===== src/rtl/uart_rx.sv =====
// uart_rx: 16x-oversampling UART receiver, LSB first, one start bit, SB_TICKS-tick stop bit.
// Define UART_RX_PARITY_EN to add an even-parity bit between the data bits and the stop bit.
module uart_rx #(
  parameter int unsigned DATA_BITS = 8,
  parameter int unsigned SB_TICKS  = 16
) (
  input  logic                 clk,
  input  logic                 reset,
  input  logic                 tick,
  input  logic                 rx,
  output logic [DATA_BITS-1:0] rx_dout,
  output logic                 rx_done_tick,
  output logic                 frame_err,
  output logic                 parity_err
);

  localparam int unsigned NW = (DATA_BITS > 1) ? $clog2(DATA_BITS) : 1;
  localparam logic [NW-1:0] NLast = NW'(DATA_BITS - 1);
  localparam logic [3:0] SLast = 4'(SB_TICKS - 1);

`ifdef UART_RX_PARITY_EN
  typedef enum logic [2:0] {StIdle, StStart, StData, StParity, StStop} state_e;
`else
  typedef enum logic [2:0] {StIdle, StStart, StData, StStop} state_e;
`endif

  state_e               state_q, state_d;
  logic [3:0]           s_q, s_d;
  logic [NW-1:0]        n_q, n_d;
  logic [DATA_BITS-1:0] shreg_q, shreg_d;
  logic [DATA_BITS-1:0] dout_q, dout_d;
  logic                 done_q, done_d;
  logic                 ferr_q, ferr_d;
  logic                 armed_q, armed_d;
  logic                 rx_meta_q, rx_s_q;
`ifdef UART_RX_PARITY_EN
  logic                 par_q, par_d;
  logic                 perr_q, perr_d;
`endif

  always_comb begin
    state_d = state_q;
    s_d     = s_q;
    n_d     = n_q;
    shreg_d = shreg_q;
    dout_d  = dout_q;
    done_d  = 1'b0;
    ferr_d  = 1'b0;
    armed_d = armed_q;
`ifdef UART_RX_PARITY_EN
    par_d   = par_q;
    perr_d  = 1'b0;
`endif
    if (tick) begin
      unique case (state_q)
        StIdle: begin
          // A line must be seen idle before re-arming, so a held break gives one frame.
          if (rx_s_q) begin
            armed_d = 1'b1;
          end else if (armed_q) begin
            state_d = StStart;
            s_d     = '0;
          end
        end
        StStart: begin
          if (s_q == 4'd7) begin
            if (!rx_s_q) begin
              state_d = StData;
              s_d     = '0;
              n_d     = '0;
            end else begin
              state_d = StIdle;
            end
          end else begin
            s_d = s_q + 4'd1;
          end
        end
        StData: begin
          if (s_q == 4'd15) begin
            shreg_d = {rx_s_q, shreg_q[DATA_BITS-1:1]};
            s_d     = '0;
            if (n_q == NLast) begin
`ifdef UART_RX_PARITY_EN
              state_d = StParity;
`else
              state_d = StStop;
`endif
            end else begin
              n_d = n_q + 1'b1;
            end
          end else begin
            s_d = s_q + 4'd1;
          end
        end
`ifdef UART_RX_PARITY_EN
        StParity: begin
          if (s_q == 4'd15) begin
            par_d   = rx_s_q;
            state_d = StStop;
            s_d     = '0;
          end else begin
            s_d = s_q + 4'd1;
          end
        end
`endif
        StStop: begin
          if (s_q == SLast) begin
            state_d = StIdle;
            s_d     = '0;
            dout_d  = shreg_q;
            done_d  = 1'b1;
            ferr_d  = ~rx_s_q;
            if (!rx_s_q) armed_d = 1'b0;
`ifdef UART_RX_PARITY_EN
            perr_d  = ^{shreg_q, par_q};
`endif
          end else begin
            s_d = s_q + 4'd1;
          end
        end
        default: state_d = StIdle;
      endcase
    end
  end

  always_ff @(posedge clk) begin
    if (reset) begin
      rx_meta_q <= 1'b1;
      rx_s_q    <= 1'b1;
      state_q   <= StIdle;
      s_q       <= '0;
      n_q       <= '0;
      shreg_q   <= '0;
      dout_q    <= '0;
      done_q    <= 1'b0;
      ferr_q    <= 1'b0;
      armed_q   <= 1'b1;
`ifdef UART_RX_PARITY_EN
      par_q     <= 1'b0;
      perr_q    <= 1'b0;
`endif
    end else begin
      rx_meta_q <= rx;
      rx_s_q    <= rx_meta_q;
      state_q   <= state_d;
      s_q       <= s_d;
      n_q       <= n_d;
      shreg_q   <= shreg_d;
      dout_q    <= dout_d;
      done_q    <= done_d;
      ferr_q    <= ferr_d;
      armed_q   <= armed_d;
`ifdef UART_RX_PARITY_EN
      par_q     <= par_d;
      perr_q    <= perr_d;
`endif
    end
  end

  assign rx_dout      = dout_q;
  assign rx_done_tick = done_q;
  assign frame_err    = ferr_q;
`ifdef UART_RX_PARITY_EN
  assign parity_err   = perr_q;
`else
  assign parity_err   = 1'b0;
`endif

endmodule


===== config.mk =====
export PLATFORM = sky130hd
export DESIGN_NAME = uart_rx
export DESIGN_NICKNAME = d
export VERILOG_FILES = /design/src/rtl/uart_rx.sv
export SDC_FILE = /design/constraint.sdc
export NUM_CORES = 1
export LEC_CHECK = 0
export CORE_MARGIN = 5
export CORE_UTILIZATION = 57
export CTS_BUF_LIST = sky130_fd_sc_hd__clkbuf_4 sky130_fd_sc_hd__clkbuf_8
export DETAILED_ROUTE_END_ITERATION = 10
export PLACE_DENSITY = 0.81
export SYNTH_ARGS = -nofsm -noshare
export SYNTH_HDL_FRONTEND = slang
export SYNTH_SLANG_ARGS = --single-unit

===== constraint.sdc =====
create_clock -name clk -period 1.8 [get_ports clk]
set_clock_uncertainty 0.1 [all_clocks]
set_input_delay 0.45 -clock clk [delete_from_list [all_inputs] [get_ports clk]]
set_output_delay 0.45 -clock clk [all_outputs]
set_load 0.02 [all_outputs]

Yosys cells after proc, flatten, opt, wreduce, memory -nomap -nowiden
Index checks and enable logic that the tools add are counted.

Add/subtract/negate cells: 2. Reduce and logical (&&, ||, !) cells: 13. Shifts and indexed selects: 0. Div/mod/pow operators: 0. $lt $le $gt $ge: 0. Muxes and demuxes: 24. Multiply operators: 0. Bitwise logic cells: 4. Equality and inequality tests: 17.

Operators by type and width (number): 3-bit two-way mux (10); 4-bit two-way mux (5); 2-bit inequality test, second input constant (10); 3-bit one-hot mux with 4 select lines (1); 4-bit one-hot mux with 3 select lines (1); 5-bit AND reduction (2); 7-bit AND reduction (1); 3-bit by 2-bit == test with 1-bit output, second input constant (2); 3-bit one-hot mux with 2 select lines (1); 3-bit AND reduction (2); 6-bit AND reduction (1); 4-bit by 1-bit adder with 4-bit output, second input constant (1); 4-bit by 3-bit == test with 1-bit output, second input constant (1); 4-bit == test, second input constant (1); 1-bit two-way mux (4); 1-bit inverter (4); 2-bit nonzero test (2); 4-bit OR reduction (1); 3-bit by 1-bit adder with 3-bit output, second input constant (1); 3-bit by 1-bit == test with 1-bit output, second input constant (1); 3-bit == test, second input constant (1); 3-bit zero test (1); 3-bit inequality test, second input constant (1); 3-bit nonzero test (1); 4 further kinds (4).

Logic and storage cells: 70. Bits of input ports: 4. Memories: 0. Bits in writable memories: 0. Output and inout port bits: 11. Bits in latches: 0. Bits in registers: 31. Memory bits (read-only): 0.

Logic depth before layout (Yosys ltp)
Depth after elaboration: 4. Gate-level depth with buffers: 6. Mapped depth without buffers: 6.

Worst setup path after synthesis
OpenSTA, ideal clock, no wires.

Kind: reg-to-reg. Start point: register n_q[0]. End point: register n_q[0]. Path slack: 209 ps. Buffers on the path: 0. Arrival: 1364 ps. Required time: 1572 ps. Period minus slack after synthesis: 1591 ps. Library setup time: 128 ps. Cell stages (with the launch flop): 7. Cells stage by stage: dfxtp_1 > ha_1 > ha_1 > nor4bb_1 > o2111ai_1 > mux2i_1 > nor2_1.

Cells in the longest elaborated chain, start to end: 4. Elaborated cells on any way between the ends: 7. Those cells by class: add/sub: 1; eq/ne: 2; mux: 3; reduce/logical: 1.

Ends and longest elaborated chain: start, declared (RTL line 29) `logic [NW-1:0] n_q, n_d;`; start signal, assigned (RTL line 147) `n_q <= n_d;`; 3-bit by 1-bit adder with 3-bit output (RTL line 89) `n_d = n_q + 1'b1;`; 3-bit two-way mux (RTL line 82) `if (n_q == NLast) begin`; 3-bit two-way mux (RTL line 79) `if (s_q == 4'd15) begin`; 3-bit one-hot mux with 2 select lines (RTL line 55) `unique case (state_q)`.

Parallel ways exist; a longest one is shown, timed or not. The select of a mux whose other input is x is not followed. A chain may end at the register's enable or synchronous reset.

Final worst setup path
Start point: register n_q[0]. End point: register n_q[2].

Same word-level chain as after synthesis.

==> run summary <==
Final Non-Filler Cells: 185
Die W: 57.5 um
Critical Path Fanout Max: 3
LEAKAGE: 0.675 nW
Hold Path End: rx_s_q
Clock Sinks: 30
FP Rows: 17
Startpoint Class: register
largest net degree at the start of global routing: 19
WL final: 2.59 mm
run status: finished clean
Via density: 5.47
CP Capture Type: register
ANT cells: 0
worst r2r dst: n_q[2]
Crit. Startpoint: n_q[0]
initial core utilization: 0.587
DP Worst Slack: -0.219 ns
Core Area: 0.00219 mm^2
vias after detailed routing: 1012
RSZ-0062 raised after global routing: yes
worst min path class: reg2reg
Die H: 57.5 um
FMAX: 577 MHz
Layout Nets: 164
FILL cells: 179
Final Cell Area: 0.00161 mm^2
drt wl/cell: 14.0 um
Hold Path Cell Cnt: 1
number of global-route vias before repair: 1030
Setup-failing EPs final: 0
RR Startpoint: n_q[0]
initial antenna violation count: 0
Global Route Usage Sum: 0.177
TritonCTS clock tree: yes
synth unique cells: 35
syn_nets: 141
Die ar.: 0.00330 mm^2
Worst Path Arrival: 1.86 ns
CTS clk-pin slew, worst paths: 0.09 ns
root buffer cell: clkbuf_4
Seq cells post-synth: 30
DR top layer: met4
CTS Buf Count: 5
Post-CTS Hold Buffers: 0
Final Power: 1.10 mW
I/O pins: 15
Tcrit/Tclk final: 0.964
Max clock buf depth: 2
H-Tree Depth: 2
layout cell share with drive strength beyond 1: 0.185
WL met3: 108 um
drt initial violations: 15
DRC: 0
Avg Cell Area, Syn: 9.59 um^2
met2 routed WL: 1.33 mm
max cap viols: 0
YS warnings: 0
Mapped Area: 0.00128 mm^2
VDD IR max: 0.603 mV
Synth Instances: 134
Layout Area Growth over Synthesis: 24.9%
GRT overflow: 0
Final Hold Viols: 0
post-layout util: 0.733
placed instance count: 178
final hold slack: 0.306 ns
post-route minimum period: 1.73 ns
Pwr per Cell Area: 683 mW/mm^2
WS Path Type: reg2reg
post-DP HPWL: 1.78 mm
hold path startpoint: rx_meta_q
wl on met1: 1.08 mm
setup TNS: 0 ns
sequential share of the synthesized area: 0.467
CP required: 1.92 ns
clk_lat worst skew: 0.32 ns
reg2reg setup slack: 0.07 ns
global-route wire length before repair: 4.49 mm
Reg2Reg Depth: 6
Final Max Slew Viols: 0
Pre-antenna DRT Iters: 4
placed cell areas: 0.00151 mm^2
Final GP Congestion: 0.721
I/O Buffers: 13
Final Worst Setup Slack: 0.0655 ns
ANT nets after route: 0
==> repair_timing <==
action                                  4_1_cts  5_1_grt
endpoints found under the setup margin        8       10
setup buffers                                 0        0
resized for setup                             8       10
pin swaps                                     0        0
==> cell type report <==
cell class	count	area [um^2]	share of cell area
sequential	30	601	0.374
timing repair buffer	22	220	0.137
inverter	3	11.3	0.00701
clock buffer	7	52.6	0.0327
tap	28	35.0	0.0218
multi-input combinational	95	686	0.427
==> cell usage after synthesis (all sizes together) <==
cell     count  area, um^2
conb         1        3.75
nor2        29         124
buf          5        25.0
clkbuf       1        3.75
o211ai       1        7.51
nand2b       2        12.5
nand4        1        12.5
o2111ai      1        8.76
or3          4        25.0
or2          3        18.8
nor3         3        15.0
nand3        1        5.00
inv          3        11.3
ha           3        37.5
xor2         1        8.76
nand4bb      1        11.3
nor4b        1        8.76
a21oi        4        20.0
a41o         1        10.0
mux2i       20         200
nand2        7        26.3
or4b         1        10.0
nor4bb       1        10.0
dfxtp       30         601
a31oi        1        6.26
o21bai       1        7.51
nor2b        2        12.5
mux2         1        11.3
nor4         1        6.26
o221ai       1        15.0
o21ai        2        10.0
==> layout by cell type (no fill, tap or decap), drive strengths merged, types with 2 or more instances in the layout <==
cell type,n
a21oi,4
buf,9
clkbuf,7
clkdlybuf4s50,2
dfxtp,30
dlygate4sd2,8
dlymetal6s2s,3
ha,3
inv,3
mux2i,20
nand2,7
nand2b,2
nor2,29
nor2b,2
nor3,3
o21ai,2
or2,3
or3,4
==> sequential cells by signal, summed over array words and instances, names as in the netlist <==
register / flops
rx_s_q: 1
rx_dout: 8
s_q: 4
n_q: 3
rx_meta_q: 1
shreg_q: 8
rx_done_tick: 1
armed_q: 1
frame_err: 1
state_q: 2
==> layer usage <==
layer  track usage  vias up
met5             0        -
met3        0.0724        9
met1         0.189      481
met2         0.300       17
li1              -      505
met4        0.0861        0
==> worst max-delay path by stage <==
| stage | endpoint | slack, ns | cells after the start |
|---|---|---|---|
| detailed placement | rx_dout[1] | -0.22 | 6 |
| finish | n_q[2] | 0.07 | 6 |
| global route | n_q[2] | -0.04 | 6 |
| floorplan | n_q[0] | 0.21 | 6 |
| CTS | rx_done_tick | 0.002 | 1 |
| global placement | rx_dout[1] | -0.16 | 6 |
==> cell families after synthesis <==
| family | synth area share |
|---|---|
| fa+ha+maj | 0.0292 |
| buf+inv | 0.0312 |
| simple gates | 0.232 |
| xor+xnor | 0.00682 |
| mux | 0.165 |
| flops | 0.467 |
| compound gates | 0.0662 |
| other cells | 0.00292 |
==> where the power goes <==
| group | internal [mW] | total [mW] | switching [mW] |
|---|---|---|---|
| sequential | 0.666 | 0.669 | 0.00301 |
| combinational | 0.0190 | 0.0442 | 0.0252 |
| clock | 0.177 | 0.383 | 0.206 |
==> critical path, stage by stage (launching register included) <==
cell	delay, ns
dfxtp_1	0.33
ha_1	0.20
ha_1	0.20
nor4bb_2	0.33
o2111ai_2	0.21
mux2i_1	0.21
nor2_1	0.05
Power figures use the tool's default switching activity.
